`src/rtl/pipeline_hazard_ctrl.sv`:
```
// Hazard and forwarding controller for the 5-stage MIPS pipeline: tracks EX/MEM/WB
// destination shadows, stalls on load-use (or RAW without forwarding), flushes on branch/jump.
module pipeline_hazard_ctrl #(
  parameter int unsigned REG_AW = 5,
  parameter bit          FWD_EN = 1'b1,
  parameter int unsigned CNT_W  = 16
) (
  input  logic              clk_i,
  input  logic              rst_i,
  input  logic              start_i,
  input  logic [REG_AW-1:0] id_rs_i,
  input  logic [REG_AW-1:0] id_rt_i,
  input  logic              id_uses_rs_i,
  input  logic              id_uses_rt_i,
  input  logic [REG_AW-1:0] id_rd_i,
  input  logic              id_regwrite_i,
  input  logic              id_memread_i,
  input  logic              id_branch_i,
  input  logic              id_jump_i,
  input  logic              ex_branch_taken_i,
  output logic              pc_write_o,
  output logic              ifid_write_o,
  output logic              ifid_flush_o,
  output logic              idex_bubble_o,
  output logic [1:0]        fwd_a_o,
  output logic [1:0]        fwd_b_o,
  output logic [CNT_W-1:0]  stall_cnt_o,
  output logic [CNT_W-1:0]  flush_cnt_o
);

  typedef struct packed {
    logic              valid;
    logic [REG_AW-1:0] rs;
    logic [REG_AW-1:0] rt;
    logic [REG_AW-1:0] rd;
    logic              regwrite;
    logic              memread;
    logic              branch;
  } shadow_t;

  localparam logic [1:0] FWD_REG   = 2'b00;
  localparam logic [1:0] FWD_EXMEM = 2'b10;
  localparam logic [1:0] FWD_MEMWB = 2'b01;

  function automatic logic hit(input shadow_t s, input logic [REG_AW-1:0] r);
    return s.valid && s.regwrite && (s.rd != '0) && (s.rd == r);
  endfunction

  // The younger producer (MEM) holds the newer value, so it outranks WB.
  function automatic logic [1:0] fwd_sel(input shadow_t mem, input shadow_t wb,
                                         input logic [REG_AW-1:0] r);
    if (hit(mem, r)) return FWD_EXMEM;
    if (hit(wb, r))  return FWD_MEMWB;
    return FWD_REG;
  endfunction

  logic       running_q;
  logic       id_valid_q;
  shadow_t    ex_q, mem_q, wb_q;
  shadow_t    next_ex;
  logic [CNT_W-1:0] stall_cnt_q, flush_cnt_q;

  logic ex_hit, mem_hit, hazard;
  logic branch_taken, stall_req, stall, jump;
  logic unused_wb;

  assign ex_hit  = (id_uses_rs_i && hit(ex_q, id_rs_i))  || (id_uses_rt_i && hit(ex_q, id_rt_i));
  assign mem_hit = (id_uses_rs_i && hit(mem_q, id_rs_i)) || (id_uses_rt_i && hit(mem_q, id_rt_i));
  assign hazard  = FWD_EN ? (ex_hit && ex_q.memread) : (ex_hit || mem_hit);

  // Taken branch squashes everything younger, so it masks both stall and jump.
  assign branch_taken = running_q && ex_q.valid && ex_q.branch && ex_branch_taken_i;
  assign stall_req    = running_q && id_valid_q && hazard;
  assign stall        = stall_req && !branch_taken;
  assign jump         = running_q && id_valid_q && id_jump_i && !branch_taken && !stall_req;

  assign pc_write_o    = running_q && !stall;
  assign ifid_write_o  = running_q && !stall && !branch_taken && !jump;
  assign ifid_flush_o  = branch_taken || jump;
  assign idex_bubble_o = branch_taken || stall;

  assign fwd_a_o = FWD_EN ? fwd_sel(mem_q, wb_q, ex_q.rs) : FWD_REG;
  assign fwd_b_o = FWD_EN ? fwd_sel(mem_q, wb_q, ex_q.rt) : FWD_REG;

  assign stall_cnt_o = stall_cnt_q;
  assign flush_cnt_o = flush_cnt_q;

  assign next_ex = '{valid:    id_valid_q && !idex_bubble_o,
                     rs:       id_rs_i,
                     rt:       id_rt_i,
                     rd:       id_rd_i,
                     regwrite: id_regwrite_i,
                     memread:  id_memread_i,
                     branch:   id_branch_i};

  // WB is only a forwarding source; most of its fields are carried for completeness.
  assign unused_wb = ^wb_q;

  always_ff @(posedge clk_i or negedge rst_i) begin
    if (!rst_i) begin
      // NOTE: the shadows are a handful of flops, not a RAM, so they reset with the rest of the state.
      running_q   <= 1'b0;
      id_valid_q  <= 1'b0;
      ex_q        <= '0;
      mem_q       <= '0;
      wb_q        <= '0;
      stall_cnt_q <= '0;
      flush_cnt_q <= '0;
    end else begin
      running_q <= running_q || start_i;
      if (running_q) begin
        // NOTE: non-blocking so MEM and WB capture the pre-edge EX and MEM contents.
        ex_q  <= next_ex;
        mem_q <= ex_q;
        wb_q  <= mem_q;
        if (ifid_flush_o)
          id_valid_q <= 1'b0;
        else if (!stall)
          id_valid_q <= 1'b1;
        if (stall && (stall_cnt_q != '1))
          stall_cnt_q <= stall_cnt_q + CNT_W'(1);
        if (ifid_flush_o && (flush_cnt_q != '1))
          flush_cnt_q <= flush_cnt_q + CNT_W'(1);
      end
    end
  end

endmodule

```
`config.mk`:
```
export PLATFORM = sky130hd
export DESIGN_NAME = pipeline_hazard_ctrl
export DESIGN_NICKNAME = d
export VERILOG_FILES = /design/src/rtl/pipeline_hazard_ctrl.sv
export SDC_FILE = /design/constraint.sdc
export NUM_CORES = 1
export LEC_CHECK = 0
export CAP_MARGIN = 20
export CORE_UTILIZATION = 50
export DETAILED_ROUTE_END_ITERATION = 6
export PLACE_DENSITY = 0.78
export SYNTH_ARGS = -nofsm -noshare
export SYNTH_HDL_FRONTEND = slang
export SYNTH_SLANG_ARGS = --single-unit
```
`constraint.sdc`:
```
create_clock -name clk_i -period 2.4 [get_ports clk_i]
set_input_delay 0.48 -clock clk_i [delete_from_list [all_inputs] [get_ports clk_i]]
set_output_delay 0.48 -clock clk_i [all_outputs]
set_load 0.01 [all_outputs]
```
Word-level counts from Yosys, hierarchy flattened --
Index checks and enable logic that the tools add are counted.
Operators by class: $add $sub $neg 2, equality and inequality tests 9, muxes and demuxes 16, reductions and logical operators 45
Operators with widths (number):
- $add 16x1->16 const B | 2
- $ne 16x16->1 const B | 2
- $eq 5x5->1 | 6
- $logic_and 1x1->1 | 30
- $mux 2 | 8
- $reduce_bool 5->1 | 3
- $mux 1 | 8
- $reduce_and 2->1 | 3
- $logic_not 1->1 | 5
- $logic_or 1x1->1 | 4
- $ne 2x2->1 const B | 1
Storage, ports and cells: register bits 67, bits of input ports 25, output and inout bits 40, word-level logic and storage cells 89

Depth between registers and ports, before layout --
Gate-level depths: netlist of the first run.
depth in word-level cells 12, mapped depth 9, mapped depth without buffers 7

Worst setup path before layout of the first run --
No wires, ideal clock.
path kind register to output, start point register mem_q[4] (netlist name), end point output port fwd_a_o[0], data arrival time 1704 ps, slack 216 ps, cell stages (with the launch flop) 5, path through dfrtp_1 -> or4_1 -> o211ai_1 -> nor4_1 -> nor4_1
Between the ends: longest elaborated chain between the ends 5
RTL lines:
- start, declared | line 59 | shadow_t ex_q, mem_q, wb_q;
- start signal, assigned | line 114 | mem_q <= ex_q;
- $reduce_bool 5->1 | line 46 | return s.valid && s.regwrite && (s.rd != '0) && (s.rd == r);
- $logic_and 1x1->1 | line 46
- $logic_and 1x1->1 (*) | line 46
- $mux 1 (*) | line 52 | if (hit(mem, r)) return FWD_EXMEM;
- $mux 2 (*) | line 53 | if (hit(wb, r)) return FWD_MEMWB;
- end, declared | line 25 | output logic [1:0] fwd_a_o,
Every way passes the cells marked *; elsewhere a longest branch is shown, timed or not.

Worst setup path after layout of the first run --
start point register mem_q[7] (netlist name), end point output port fwd_a_o[0]
The elaborated chain is that of the path after synthesis.

==> impl_metrics.ini, run 1 <==
[floorplan]
die_area_mm2 = 0.00683
die-width_um = 82.6
core_mm2 = 0.00631
num_io_pins = 65
start_util_pct = 51.5
rows = 29
fp.dieH_um = 82.6

[power]
leakagePower_nw = 1.92
vdd_drop_max_mv = 0.513
power_w = 0.00274
power_density_mw_per_mm2 = 622

[cells_and_area]
final_nets = 402
design_area_mm2 = 0.00441
finalNonFillerCells = 455
drive_above_1_share_pct = 29.1
fillers = 495
n_antenna_cell = 0
syn2layout_area_growth_pct = 35.7

[detailed_routing]
avgRoutedWirePerCell_um = 15.5
drt_wl_total_um = 7060
route.detailed.drc = 0
avgViaCountPerCell = 5.21
vias = 2369
ant_nets = 0
drt_iter0_drc = 97
firstDrtPassIters = 4

[critical_path]
rr_worst_depth = 8
arrival_ns = 2.11
crit_required_ns = 1.92
end_kind = output pin
criticalPathCategory = reg -> out
regToRegStartpoint = stall_cnt_o[0]
crit_path_start_kind = flip-flop
r2r_setup_slack_ns = 0.37
reg2reg_to = stall_cnt_o[7]
crit_fanout = 2

[run]
drv_cap = 0

[sta]
rsz0062_at_grt = true
layout_setup_ws_ns = -0.187
timing.final.crit_share_pct = 108
maxSlewHeadroom_pct = 72.5
final-setup-viol-count = 4
skew_ns = 0.00948
worst_slew_pin_slew_ns = 0.412
whs_ns = 0.147
slew_violations = 0
hold_viol_final = 0
timing.fmax_mhz = 387
fin_crit_ns = 2.59

[synthesis]
seq_area_frac_synth_pct = 51.6
avgSynthCellArea_um2 = 11.9
netlist_area_mm2 = 0.00325
syn_nets = 301
yosysWarnings = 0
syn_inst = 274
ys_types = 36
ys_seq_elements = 67

[global_route]
grt_pass1_vias = 2258
grt_pass1_wl_um = 11000
grt_max_degree = 68
antenna_found_initial = 0
grt_use_total_pct = 22.1
overflow = 0

[min_path]
min_path_type = in -> async

[clocking]
cts_tree = built
hold_buffers = 0
cts_sinks = 67
cts_root_buf = clkbuf_8
clockBufferDepth = 2
worstSkewPairLatency_ns = 0.33
cts.reportedPaths.clkPinSlew_ns = 0.06
htreeDepth = 3
numCtsBuffers = 9

[placement]
portBuffers = 64
gp_congestion = 0.777
dp_slack_ns = -0.559
dpl.hpwl_um = 5040
place_inst = 437
placed_cell_area_mm2 = 0.00417

[run_status]
status = complete, but fails checks
violations = setup timing
cells by family after synthesis:
kind of cell	count (synthesis)	share of synthesized area (%)
AOI/OAI and AO/OA	13	3.58
xor gates and xnor gates	60	16.2
adders and majority gates	2	0.770
buffers and inverters	12	1.89
DFF	67	51.6
muxes	35	12.1
and+or+nand+nor	85	13.9
where the power goes:
group          leakage, nW  switching (W)  total [W]  internal, W
clock               0.0950       0.000388   0.000881     0.000494
sequential           0.821       0.000115    0.00134      0.00122
combinational         1.00       0.000221   0.000523     0.000303
total                 1.92       0.000724    0.00274      0.00202
placed cells by master (no fill, tap or decap), types with 3 or more instances in the layout:
| master | synthesis | layout |
|---|---|---|
| and3_1 | 6 | 6 |
| buf_2 | 1 | 5 |
| buf_4 | 0 | 32 |
| clkbuf_8 | 0 | 10 |
| clkdlybuf4s50_1 | 0 | 45 |
| dfrtp_1 | 67 | 64 |
| dfrtp_2 | 0 | 3 |
| dlygate4sd2_1 | 0 | 10 |
| inv_1 | 5 | 5 |
| mux2_2 | 34 | 34 |
| nand2_1 | 18 | 17 |
| nand3_1 | 17 | 17 |
| nand4_1 | 9 | 9 |
| nor2_1 | 9 | 9 |
| nor3_1 | 9 | 7 |
| nor4_1 | 6 | 4 |
| or4_1 | 3 | 3 |
| xnor2_1 | 39 | 37 |
| xor2_1 | 21 | 21 |
critical path, cell delays in order, from the launching register on:
cell and delay [ns]:
dfrtp_1 0.38, or4_1 0.53, o211ai_1 0.26, buf_4 0.16, nor4_2 0.04, nor4_1 0.21
buf_2 0.19
Yosys cell counts:
cell type | number | area share (%)
a31oi_2 | 1 | 0.38
nand2_4 | 1 | 0.35
nor3_1 | 9 | 1.4
mux2_1 | 1 | 0.35
buf_1 | 4 | 0.46
nand3_2 | 1 | 0.31
o311a_4 | 1 | 0.65
buf_6 | 2 | 0.69
a22o_1 | 1 | 0.27
a21oi_2 | 1 | 0.27
or4_1 | 3 | 0.69
xnor2_1 | 39 | 11
dfrtp_1 | 67 | 52
nand4_1 | 9 | 1.7
or3_4 | 1 | 0.35
buf_2 | 1 | 0.15
nand2_1 | 18 | 2.1
a31oi_1 | 1 | 0.19
or3_1 | 1 | 0.19
nor4_1 | 6 | 1.2
o21a_1 | 1 | 0.23
and2_1 | 1 | 0.19
o41ai_1 | 1 | 0.27
inv_1 | 5 | 0.58
nor2_1 | 9 | 1.0
nand3_1 | 17 | 2.6
o211ai_1 | 2 | 0.46
ha_1 | 2 | 0.77
o22ai_2 | 1 | 0.38
xor2_1 | 21 | 5.7
a21oi_1 | 2 | 0.31
o21ai_0 | 1 | 0.15
or2_2 | 2 | 0.38
mux2_2 | 34 | 12
and3_1 | 6 | 1.2
and3_2 | 1 | 0.23
registers in the layout, indices dropped and copies added (netlist names):
name	flops
ex_q	19
flush_cnt_o	16
wb_q	7
running_q	1
mem_q	7
id_valid_q	1
stall_cnt_o	16
area by class of cell:
cell class	instances	area (um2)	share of cell area [%]
inverters	5	18.8	0.426
multi-input cells	195	1570	35.7
flip-flops and latches	67	1680	38.1
repair buffers	97	861	19.5
well taps	77	96.3	2.18
clock inverters	3	40.0	0.908
clock buffers	11	141	3.21
worst max-delay path by stage:
| stage | startpoint | end | slack (ns) | depth (start not counted) |
|---|---|---|---|---|
| after CTS | mem_q[7] | fwd_a_o[0] | -0.18 | 6 |
| after global routing | mem_q[7] | fwd_a_o[0] | -0.29 | 6 |
| after detailed placement | id_rt_i[0] | idex_bubble_o | -0.56 | 8 |
| after floorplan | mem_q[4] | fwd_a_o[0] | 0.22 | 4 |
| after global placement | id_rt_i[0] | idex_bubble_o | -0.54 | 8 |
| final | mem_q[7] | fwd_a_o[0] | -0.19 | 6 |
per-layer routing:
layer / track usage (%) / vias to the layer above / part of all wire [%]
li1: - / 1167 / -
met1: 30.4 / 1149 / 48
met2: 34.0 / 42 / 48
met3: 3.74 / 11 / 2.7
met4: 10.5 / 0 / 1.4
met5: 0 / - / 0
stage by stage:
step           utilization, %  TNS [ns]
2_1_floorplan               -         0
3_3_place_gp             66.0     -2.48
3_5_place_dp             66.0     -2.57
4_1_cts                  69.3    -0.372
5_1_grt                  69.9    -0.763
6_report                 69.9    -0.356
what timing repair did:
item | 4_1_cts | 5_1_grt
cloned | 0 | 0
pin swaps | 13 | 7
resized for setup | 48 | 9
setup endpoints to repair | 8 | 8
setup buffers | 4 | 0
No activity file was read; power rests on OpenSTA's default activity.
==> inputs of run 2 (changes only) <==
- clock period: 2.4 -> 3.25 ns (I/O delays scaled with it)
==> run 2 against run 1 <==
Effect of this change: the run now ends clean; highest routed layer unchanged; die area is the same; routed wire length decreased by 6.7%; utilization is 3.2 points lower.
==> impl_metrics.ini, run 2 (synthesis results as in run 1) <==
[run_status]
status = completed

[critical_path]
crit_fanout = 5
end_kind = output pin
crit_path_start_kind = flip-flop
critical-path-slowest-cell = clkdlybuf4s50_1
critical_path.top_delay_family = simple AND/OR/NAND/NOR gates
worstPathCellList = or4_1, o211ai_1, nor4_1, nor3_1, clkdlybuf4s50_1
crit_required_ns = 2.60
crit_buf_inv = 1
cpPeakStageDelay_ns = 0.56
criticalPathCategory = reg -> out
arrival_ns = 2.43

[detailed_routing]
vias = 2309
drt_iter0_drc = 118
avgViaCountPerCell = 5.38
route.detailed.drc = 0
firstDrtPassIters = 4
avgRoutedWirePerCell_um = 15.3
drt_wl_total_um = 6590
ant_nets = 0

[power]
p_comb_share_pct = 16.2
vdd_drop_max_mv = 0.272
power_density_mw_per_mm2 = 501
power_switching_share_pct = 25.2
p_seq_share_pct = 47.2
leakagePower_nw = 1.78
p_sw_w = 0.000532
power_w = 0.00211
internal-power_w = 0.00158
clkPwrFrac_pct = 36.7

[sta]
timing.fmax_mhz = 324
final-setup-viol-count = 0
whs_ns = 0.318
worst_slew_pin_slew_ns = 0.481
rsz0062_at_grt = false
skew_ns = 0.00641
timing.final.crit_share_pct = 94.8
layout_setup_ws_ns = 0.168
maxSlewHeadroom_pct = 67.9
fin_crit_ns = 3.08
slew_violations = 0
hold_viol_final = 0

[clocking]
worstSkewPairLatency_ns = 0.34
cts.reportedPaths.clkPinSlew_ns = 0.07
cts_tree = built
numCtsBuffers = 9
cts_root_buf = clkbuf_8
clockBufferDepth = 2
htreeDepth = 3
cts_setup_buffers = 0
cts_sinks = 67

[floorplan]
start_util_pct = 51.5
rows = 29
die_area_mm2 = 0.00683
core_mm2 = 0.00631
die-width_um = 82.6
fp.dieH_um = 82.6
num_io_pins = 65

[placement]
dp_slack_ns = -0.0356
portBuffers = 64
dpl.hpwl_um = 4770
gp_congestion = 0.822
placed_cell_area_mm2 = 0.00398

[cells_and_area]
final_common_cell = dfrtp_1
fillers = 489
final_nets = 374
largest-register = ex_q
final_cell_mix = dfrtp_1 (67), clkdlybuf4s50_1 (59), xnor2_1 (39), mux2_2 (34), xor2_1 (21)
drive_above_1_share_pct = 18.8
syn2layout_area_growth_pct = 29.5
n_antenna_cell = 0
design_area_mm2 = 0.00421
largest_reg_flops = 19

[global_route]
grt_pass1_wl_um = 10900
grt_use_met1_pct = 31.2
grt_pass1_vias = 2182
grt_use_total_pct = 21.8
antenna_found_initial = 0
grt.busiest_layer = met2
overflow = 0
use_met2_pct = 31.7
use_met3_pct = 3.96
grt_max_degree = 40

[min_path]
min_path_type = in -> async

[run]
drv_cap = 0
## run 2: cell types whose count changed in the layout (fill, tap and decap cells not counted), moves of 2 or more
cell             previous run  this run
buf_2                       5         1
buf_6                       2         0
dlygate4sd2_1              10         2
dlymetal6s2s_1              0         2
buf_4                      32         5
xnor2_2                     2         0
nor3_1                      7         9
dfrtp_2                     3         0
xnor2_1                    37        39
nor4_1                      4         6
dfrtp_1                    64        67
clkdlybuf4s50_1            45        59
## run 2: metrics by stage
| step | utilization [%] | instances | TNS (ns) |
|---|---|---|---|
| after floorplan | - | 274 | 0 |
| after global placement | 63.0 | 413 | -0.0324 |
| after detailed placement | 63.0 | 413 | -0.0356 |
| after CTS | 66.6 | 429 | 0 |
| after global routing | 66.7 | 429 | 0 |
| final | 66.7 | 429 | 0 |
## run 2: area by class of cell
type	count	area, um2	share of cell area [%]
clock buffers	12	155	3.69
repair buffers	69	676	16.1
multi-input cells	195	1510	36.0
inverters	5	18.8	0.446
clock inverters	4	72.6	1.72
well taps	77	96.3	2.29
flip-flops and latches	67	1680	39.8
## run 2: path summary, 6_finish.rpt
kind | to | startpoint | slack (ns) | cells after the start
worst max-delay path | fwd_b_o[0] | mem_q[4] | 0.17 | 5
worst min-delay path | ex_q[11] | rst_i | 0.32 | 2
worst max register to register | flush_cnt_o[1] | ex_q[6] | 1.19 | 7
worst min register to register | flush_cnt_o[9] | flush_cnt_o[9] | 0.50 | 1
max in group asynchronous | flush_cnt_o[14] | rst_i | 2.54 | 2
min in group clk_i | flush_cnt_o[9] | flush_cnt_o[9] | 0.50 | 1
## run 2: what timing repair did
action	4_1_cts	5_1_grt
endpoints found under the setup margin	3	2
hold buffers	0	0
pin swaps	0	1
resized for setup	3	2
## run 2: power by group through the flow
stage	Combinational [W]	Clock, W	Sequential, W
2_1_floorplan	0.000159	0	0.00101
4_1_cts	0.000346	0.000794	0.000995
5_1_grt	0.000378	0.000834	0.00101
3_5_place_dp	0.000345	0	0.00101
6_report	0.000341	0.000774	0.000995
3_3_place_gp	0.000338	0	0.00100
## run 2: layer usage
metal / share of wire, % / up-vias
li1: - / 1112
met2: 46 / 41
met4: 2.4 / 0
met5: 0 / -
met1: 49 / 1143
met3: 2.9 / 13
